File: src/rtl/ysyx_22041071_fetch_ctrl.sv
// Fetch sequencer: owns the fetch PC, arbitrates redirects, one outstanding imem request.
// Define YSYX_22041071_TRAP_EN to add the trap/mret redirect port (top priority).
module ysyx_22041071_fetch_ctrl #(
    parameter int unsigned       ADDR_W     = 64,
    parameter int unsigned       INST_W     = 32,
    parameter logic [ADDR_W-1:0] START_ADDR = 64'h8000_0000
) (
    input  logic              clk,
    input  logic              reset,
    input  logic              br_taken,
    input  logic [ADDR_W-1:0] br_target,
    input  logic              jal_taken,
    input  logic [ADDR_W-1:0] jal_target,
    input  logic              jalr_taken,
    input  logic [ADDR_W-1:0] jalr_target,
`ifdef YSYX_22041071_TRAP_EN
    input  logic              trap_taken,
    input  logic [ADDR_W-1:0] trap_target,
`endif
    output logic              imem_req_valid,
    input  logic              imem_req_ready,
    output logic [ADDR_W-1:0] imem_req_addr,
    input  logic              imem_rsp_valid,
    input  logic [INST_W-1:0] imem_rsp_data,
    output logic              id_valid,
    input  logic              id_ready,
    output logic [ADDR_W-1:0] id_pc,
    output logic [INST_W-1:0] id_inst,
    output logic [31:0]       redirect_cnt
);

`ifndef YSYX_22041071_TRAP_EN
    logic              trap_taken;
    logic [ADDR_W-1:0] trap_target;
    assign trap_taken  = 1'b0;
    assign trap_target = '0;
`endif

    typedef enum logic [1:0] {
        S_IDLE,
        S_REQ,
        S_WAIT,
        S_HOLD
    } state_e;

    localparam logic [ADDR_W-1:0] ALIGN_MASK = {{(ADDR_W-2){1'b1}}, 2'b00};

    state_e            state_q, state_d;
    logic [ADDR_W-1:0] pc_q, pc_d;
    logic [ADDR_W-1:0] req_pc_q, req_pc_d;
    logic              kill_q, kill_d;
    logic              buf_vld_q, buf_vld_d;
    logic [ADDR_W-1:0] buf_pc_q, buf_pc_d;
    logic [INST_W-1:0] buf_inst_q, buf_inst_d;
    logic [ADDR_W-1:0] skid_pc_q, skid_pc_d;
    logic [INST_W-1:0] skid_inst_q, skid_inst_d;
    logic [31:0]       cnt_q, cnt_d;

    logic              redir;
    logic [ADDR_W-1:0] redir_raw;
    logic [ADDR_W-1:0] redir_tgt;
    logic              hs;
    logic              rsp;
    logic              consume;

    assign redir   = trap_taken | jalr_taken | jal_taken | br_taken;
    assign hs      = (state_q == S_REQ) && imem_req_ready;
    assign rsp     = (state_q == S_WAIT) && imem_rsp_valid;
    assign consume = buf_vld_q && id_ready;

    always_comb begin
        redir_raw = br_target;
        if (trap_taken) begin
            redir_raw = trap_target;
        end else if (jalr_taken) begin
            redir_raw = jalr_target;
        end else if (jal_taken) begin
            redir_raw = jal_target;
        end
    end

    assign redir_tgt = redir_raw & ALIGN_MASK;

    always_ff @(posedge clk or posedge reset) begin
        if (reset) begin
            state_q     <= S_IDLE;
            pc_q        <= START_ADDR;
            req_pc_q    <= '0;
            kill_q      <= 1'b0;
            buf_vld_q   <= 1'b0;
            buf_pc_q    <= '0;
            buf_inst_q  <= '0;
            skid_pc_q   <= '0;
            skid_inst_q <= '0;
            cnt_q       <= '0;
        end else begin
            state_q     <= state_d;
            pc_q        <= pc_d;
            req_pc_q    <= req_pc_d;
            kill_q      <= kill_d;
            buf_vld_q   <= buf_vld_d;
            buf_pc_q    <= buf_pc_d;
            buf_inst_q  <= buf_inst_d;
            skid_pc_q   <= skid_pc_d;
            skid_inst_q <= skid_inst_d;
            cnt_q       <= cnt_d;
        end
    end

    always_comb begin
        state_d = state_q;
        unique case (state_q)
            S_IDLE: state_d = S_REQ;
            S_REQ: begin
                if (hs) state_d = S_WAIT;
            end
            S_WAIT: begin
                if (imem_rsp_valid) begin
                    if (redir || kill_q) begin
                        state_d = S_REQ;
                    end else if (buf_vld_q && !id_ready) begin
                        state_d = S_HOLD;
                    end else begin
                        state_d = S_REQ;
                    end
                end
            end
            S_HOLD: begin
                if (redir || id_ready) state_d = S_REQ;
            end
            default: state_d = S_IDLE;
        endcase
    end

    always_comb begin
        pc_d        = pc_q;
        req_pc_d    = req_pc_q;
        kill_d      = kill_q;
        buf_vld_d   = buf_vld_q;
        buf_pc_d    = buf_pc_q;
        buf_inst_d  = buf_inst_q;
        skid_pc_d   = skid_pc_q;
        skid_inst_d = skid_inst_q;
        cnt_d       = cnt_q;
        if (hs) req_pc_d = pc_q;
        if (consume) buf_vld_d = 1'b0;
        if (rsp) begin
            if (kill_q) begin
                kill_d = 1'b0;
            end else begin
                pc_d = pc_q + ADDR_W'(4);
                if (buf_vld_q && !id_ready) begin
                    skid_pc_d   = req_pc_q;
                    skid_inst_d = imem_rsp_data;
                end else begin
                    buf_vld_d  = 1'b1;
                    buf_pc_d   = req_pc_q;
                    buf_inst_d = imem_rsp_data;
                end
            end
        end
        // HOLD always has a full buffer, so id_ready here frees it for the skid
        if ((state_q == S_HOLD) && id_ready) begin
            buf_vld_d  = 1'b1;
            buf_pc_d   = skid_pc_q;
            buf_inst_d = skid_inst_q;
        end
        if (redir) begin
            pc_d      = redir_tgt;
            buf_vld_d = 1'b0;
            cnt_d     = cnt_q + 32'd1;
            kill_d    = ((state_q == S_WAIT) && !imem_rsp_valid && kill_q)
                      || ((state_q == S_WAIT) && !imem_rsp_valid)
                      || hs;
        end
    end

    always_comb begin
        imem_req_valid = (state_q == S_REQ);
        imem_req_addr  = pc_q;
        id_valid       = buf_vld_q;
        id_pc          = buf_pc_q;
        id_inst        = buf_inst_q;
        redirect_cnt   = cnt_q;
    end

endmodule

File: config.mk
export PLATFORM = sky130hd
export DESIGN_NAME = ysyx_22041071_fetch_ctrl
export DESIGN_NICKNAME = d
export VERILOG_FILES = /design/src/rtl/ysyx_22041071_fetch_ctrl.sv
export SDC_FILE = /design/constraint.sdc
export NUM_CORES = 1
export LEC_CHECK = 0
export CORE_ASPECT_RATIO = 1.5
export CORE_MARGIN = 8
export CORE_UTILIZATION = 55
export CTS_BUF_LIST = sky130_fd_sc_hd__clkbuf_2
export DETAILED_ROUTE_END_ITERATION = 10
export PLACE_DENSITY = 0.88
export RECOVER_POWER = 50
export SYNTH_ARGS = -nofsm -noshare
export SYNTH_HDL_FRONTEND = slang
export SYNTH_SLANG_ARGS = --single-unit
File: constraint.sdc
create_clock -name clk -period 18.43 [get_ports clk]
set_input_delay 3.686 -clock clk [delete_from_list [all_inputs] [get_ports clk]]
set_output_delay 3.686 -clock clk [all_outputs]
set_load 0.02 [all_outputs]
# After elaboration in Yosys (flattened, before gate mapping)
# Index checks and enable logic that the tools add are counted.
# Widths: inputs -> output; s select.
[word_totals] ff_bits=356 output_inout_bits=194
[classes] n_addsub=2 n_reduce_logical=20 mux=27 bitwise_logic=3 n_eq_ne=9
[ops] cell="$mux 64" n=9
[ops] cell="$mux 32" n=4
[ops] cell="$add 64x3->64 const B" n=1
[ops] cell="$add 32x1->32 const B" n=1
[ops] cell="$mux 2" n=5
[ops] cell="$reduce_and 3->1" n=3
[ops] cell="$mux 1" n=8
[ops] cell="$ne 2x1->1 const B" n=4
[ops] cell="$pmux 2 s4" n=1
[ops] cell="$logic_and 1x1->1" n=7
[ops] cell="$eq 2x2->1 const B" n=2
[ops] cell="$logic_or 1x1->1" n=4
[ops] cell="$ne 2x2->1 const B" n=2
[ops] cell="$reduce_bool 2->1" n=2
[ops] cell="$eq 2x1->1 const B" n=1
[ops] cell="$logic_not 1->1" n=2
[ops] cell="$logic_not 2->1" n=1
[ops] cell="$or 1x1->1" n=2
[ops] cell="$reduce_and 2->1" n=1
[ops] cell="$not 1->1" n=1

# Logic depth before layout (Yosys ltp)
[logic_depth] depth_word=7 ltp_mapped=10

# Worst setup path before layout
# Ideal clock, no wire load.
[synth_timing] kind="in2reg" from="input jalr_taken" to="register cnt_q[30], in the netlist redirect_cnt[30]" setup_ps=129 path_stages=7 arrival_ps=5091 slack_ps=13209 path_cell_list="clkbuf_1 nor3_1 nor3b_1 nand3_1 nor2_1 nand4_1 xnor2_1"
[synth_via] elab_chain_cells=2
[synth_lines] item="from (decl)" line_no="14" rtl="input logic jalr_taken,"
[synth_lines] item="$or 1x1->1 (2 in a row)" line_no="66" rtl="assign redir = trap_taken | jalr_taken | jal_taken | br_taken;"
[synth_lines] item="to (signal assigned)" line_no="106" rtl="cnt_q <= cnt_d;"
[synth_lines] item="to (decl)" line_no="57" rtl="logic [31:0] cnt_q, cnt_d;"
# Every way passes these cells.
# A chain may end at the register's enable or synchronous reset.

==> flow_metrics.tcl <==
set metrics [dict create \
    status "complete, but fails checks" \
    violations "max-capacitance violations, max-slew violations" \
    synth-async-reset-ratio_pct 100 \
    h-tree-depth 3 \
    synthTopCellsByArea "dfrtp_1 52%, mux2_2 10%, mux2i_1 5.9%" \
    synth_common_cells "347 x dfrtp_1, 201 x nand2_1, 178 x o21ai_0, 150 x mux2_2, 98 x mux2i_1" \
    arrival_ns 10.45 \
    setup_viol 0 \
    grt_max_degree 124 \
    synth.cell_area_um2 16700 \
    die_x_um 158 \
    via_per_inst 5.96 \
    clk_latency_ns 0.97 \
    synth.distinct_cells 58 \
    gp_congestion 0.937 \
    drc 0 \
    grt_pass1_vias 14910 \
    io_pins 426 \
    grt_antenna_before_repair 3 \
    worst_ep_required_time_ns 18.50 \
    synth_top_family_by_area "multiplexers" \
    yosys.area.top_type "dfrtp_1" \
    hp-class "flop to flop" \
    grt.overflow.total 0 \
    first_iter_violations 1037 \
    root_buffer "clkbuf_2" \
    drv_cap 11 \
    wl_mm 53.1 \
    synthCells 1572 \
    dp_hpwl_mm 39.0 \
    synthMuxAreaShare_pct 16.0 \
    fin_nets 2219 \
    path_max_fanout 123 \
    cts_buffers 81 \
    fin_crit_ns 10.38 \
    final_util_pct 72.3 \
    wl_per_cell_um 21.7 \
    ys_seq_area_share_pct 52.2 \
    die_h_um 229 \
    maxSlewHeadroom_pct -257 \
    cts_tree "built" \
    synth_enable_flop_cells 0 \
    yosysMostFrequentCell "dfrtp_1" \
    cts.path.max_buffers 3 \
    yosys_warnings 0 \
    ys_seq_elements 348 \
    rsz0062_at_grt "no" \
    worstMarginPinSlew_ns 5.32 \
    drive_gt1_share_pct 14.8 \
    synth.avg_cell_area_um2 10.6 \
    synth_top_area_share_pct 52.0 \
    synth-simple-area-share_pct 11.8 \
    die_area_um2 36300 \
    post-cts-setup-buffers 0 \
    numClockSinks 348 \
    timing.final.crit_share_pct 56.3 \
    path_clk_slew_ns 0.10 \
    synthAdderAreaFrac_pct 0.375 \
    clock_skew_ns 0.0696 \
    vdd_drop_max_uv 51.9 \
    seq_area_um2 8710 \
    synthXorXnorAreaFrac_pct 1.84 \
    critPathCaptureType "async pin" \
    cts_hold_buf 0 \
    p_leak_nw 10.1 \
    crit_type "primary input to async pin" \
    fillers 2256 \
    drt_pass1_iterations 7 \
    area_growth_pct 30.2 \
    power_density_nw_per_um2 111 \
    vias 14599 \
    multi_input_area_um2 7510 \
    fmax_ghz 0.0963 \
    finalSetupTns_ns 0 \
    gr-usage-all-layers_pct 29.0 \
    design.core.area_um2 30100 \
    final_hold_viol_count 0 \
    cp-start-kind "primary input" \
    num_rows 78 \
    fin_hold_ws_ns 0.478 \
    port_buffers 415 \
    ys.flop_type "dfrtp_1" \
    grt_pass1_wl_mm 81.4 \
    start_util_pct 55.5 \
    synth_compound_area_share_pct 14.6 \
    antenna_left 0 \
    finalMaxSlewViolations 696 \
    cts-resized-gates 0 \
]
routing by layer:
metal,share of wire (%),track usage [%],vias to the layer above
met5,0,0,-
met4,6.4,19.5,0
met3,8.0,7.05,172
met2,50,48.4,738
met1,36,31.8,7095
li1,-,-,6594
layout make-up:
type | count | area share [%]
flip-flops and latches | 348 | 40.1
multi-input cells | 1101 | 34.6
repair buffers | 433 | 19.5
clock buffers | 113 | 2.60
well taps | 400 | 2.30
clock inverters | 33 | 0.604
inverters | 17 | 0.299
diodes | 3 | 0.0345
registers in the layout (all words and copies together), names as in the netlist:
register and cells:
redirect_cnt 32, id_inst 32, id_pc 62, skid_inst_q 32, state_q 2, id_valid 1, req_pc_q 62, skid_pc_q 62
imem_req_addr 62, kill_q 1
final timing paths:
kind	slack, ns	end	startpoint	cells after the start
hold / removal	0.48	redirect_cnt[31]$_DFFE_PP0P_	redirect_cnt[31]$_DFFE_PP0P_	1
setup reg to reg	13.02	id_pc[3]$_DFFE_PP0P_	state_q[0]$_DFFE_PP0P_	10
max in group clk	10.10	imem_req_addr[52]$_DFFE_PP0P_	jal_taken	8
min in group asynchronous	4.84	imem_req_addr[16]$_DFFE_PP0P_	reset	2
hold reg to reg	0.48	redirect_cnt[31]$_DFFE_PP0P_	redirect_cnt[31]$_DFFE_PP0P_	1
setup / recovery	8.05	skid_pc_q[7]$_DFFE_PP0P_	reset	3
placed cells by master, fill, tap and decap left out, types with 4 or more instances in the layout:
master and instances:
and2_1 6, xor2_1 11, nor2_1 63, nand3_1 31
o22ai_1 5, a22oi_1 44, and4_1 9, clkbuf_2 113
xnor2_1 24, o22a_1 10, inv_2 6, a41oi_1 4
clkdlybuf4s50_1 410, and3_1 21, a21oi_1 55, a211oi_1 7
conb_1 4, o21a_1 6, buf_4 9, dfrtp_1 347
nor4_1 8, nor3_1 22, inv_1 16, or3_1 6
ha_1 5, mux2i_1 98, o21ai_0 179, nand4_1 26
or4_1 4, mux2_2 150, o31ai_1 5, a41o_1 4
a31oi_1 22, nand2_1 200, a2bb2oi_1 18, clkbuf_1 10
a221o_1 20, clkinv_1 23
per-stage QoR:
step                      worst slack, ns  power, mW  std cells  instance area, um^2
final                                8.05       2.42       2448                21700
after global routing                 6.64       2.55       2448                21700
after CTS                           12.23       2.44       2445                21800
after detailed placement            11.46       1.96       2299                21100
after global placement              11.61       1.92       2299                21100
after floorplan                      5.10       1.53       1575                16700
critical path, stage by stage:
cell	delay [ns]
dlygate4sd3_1	0.55
clkinvlp_2	2.96
clkbuf_1	3.07
power breakdown:
group,switching [mW],internal (mW),total [mW]
Clock,0.305,0.167,0.472
Sequential,0.146,0.943,1.09
Combinational,0.445,0.411,0.856
cells by family after synthesis:
family                     after synthesis
DFF                                    348
and+or+nand+nor                        417
muxes                                  248
other                                    1
AOI/OAI and AO/OA                      392
buffers and inverters                  126
adders and majority gates                5
xor gates and xnor gates                35
(Power assumes the default switching activity.)
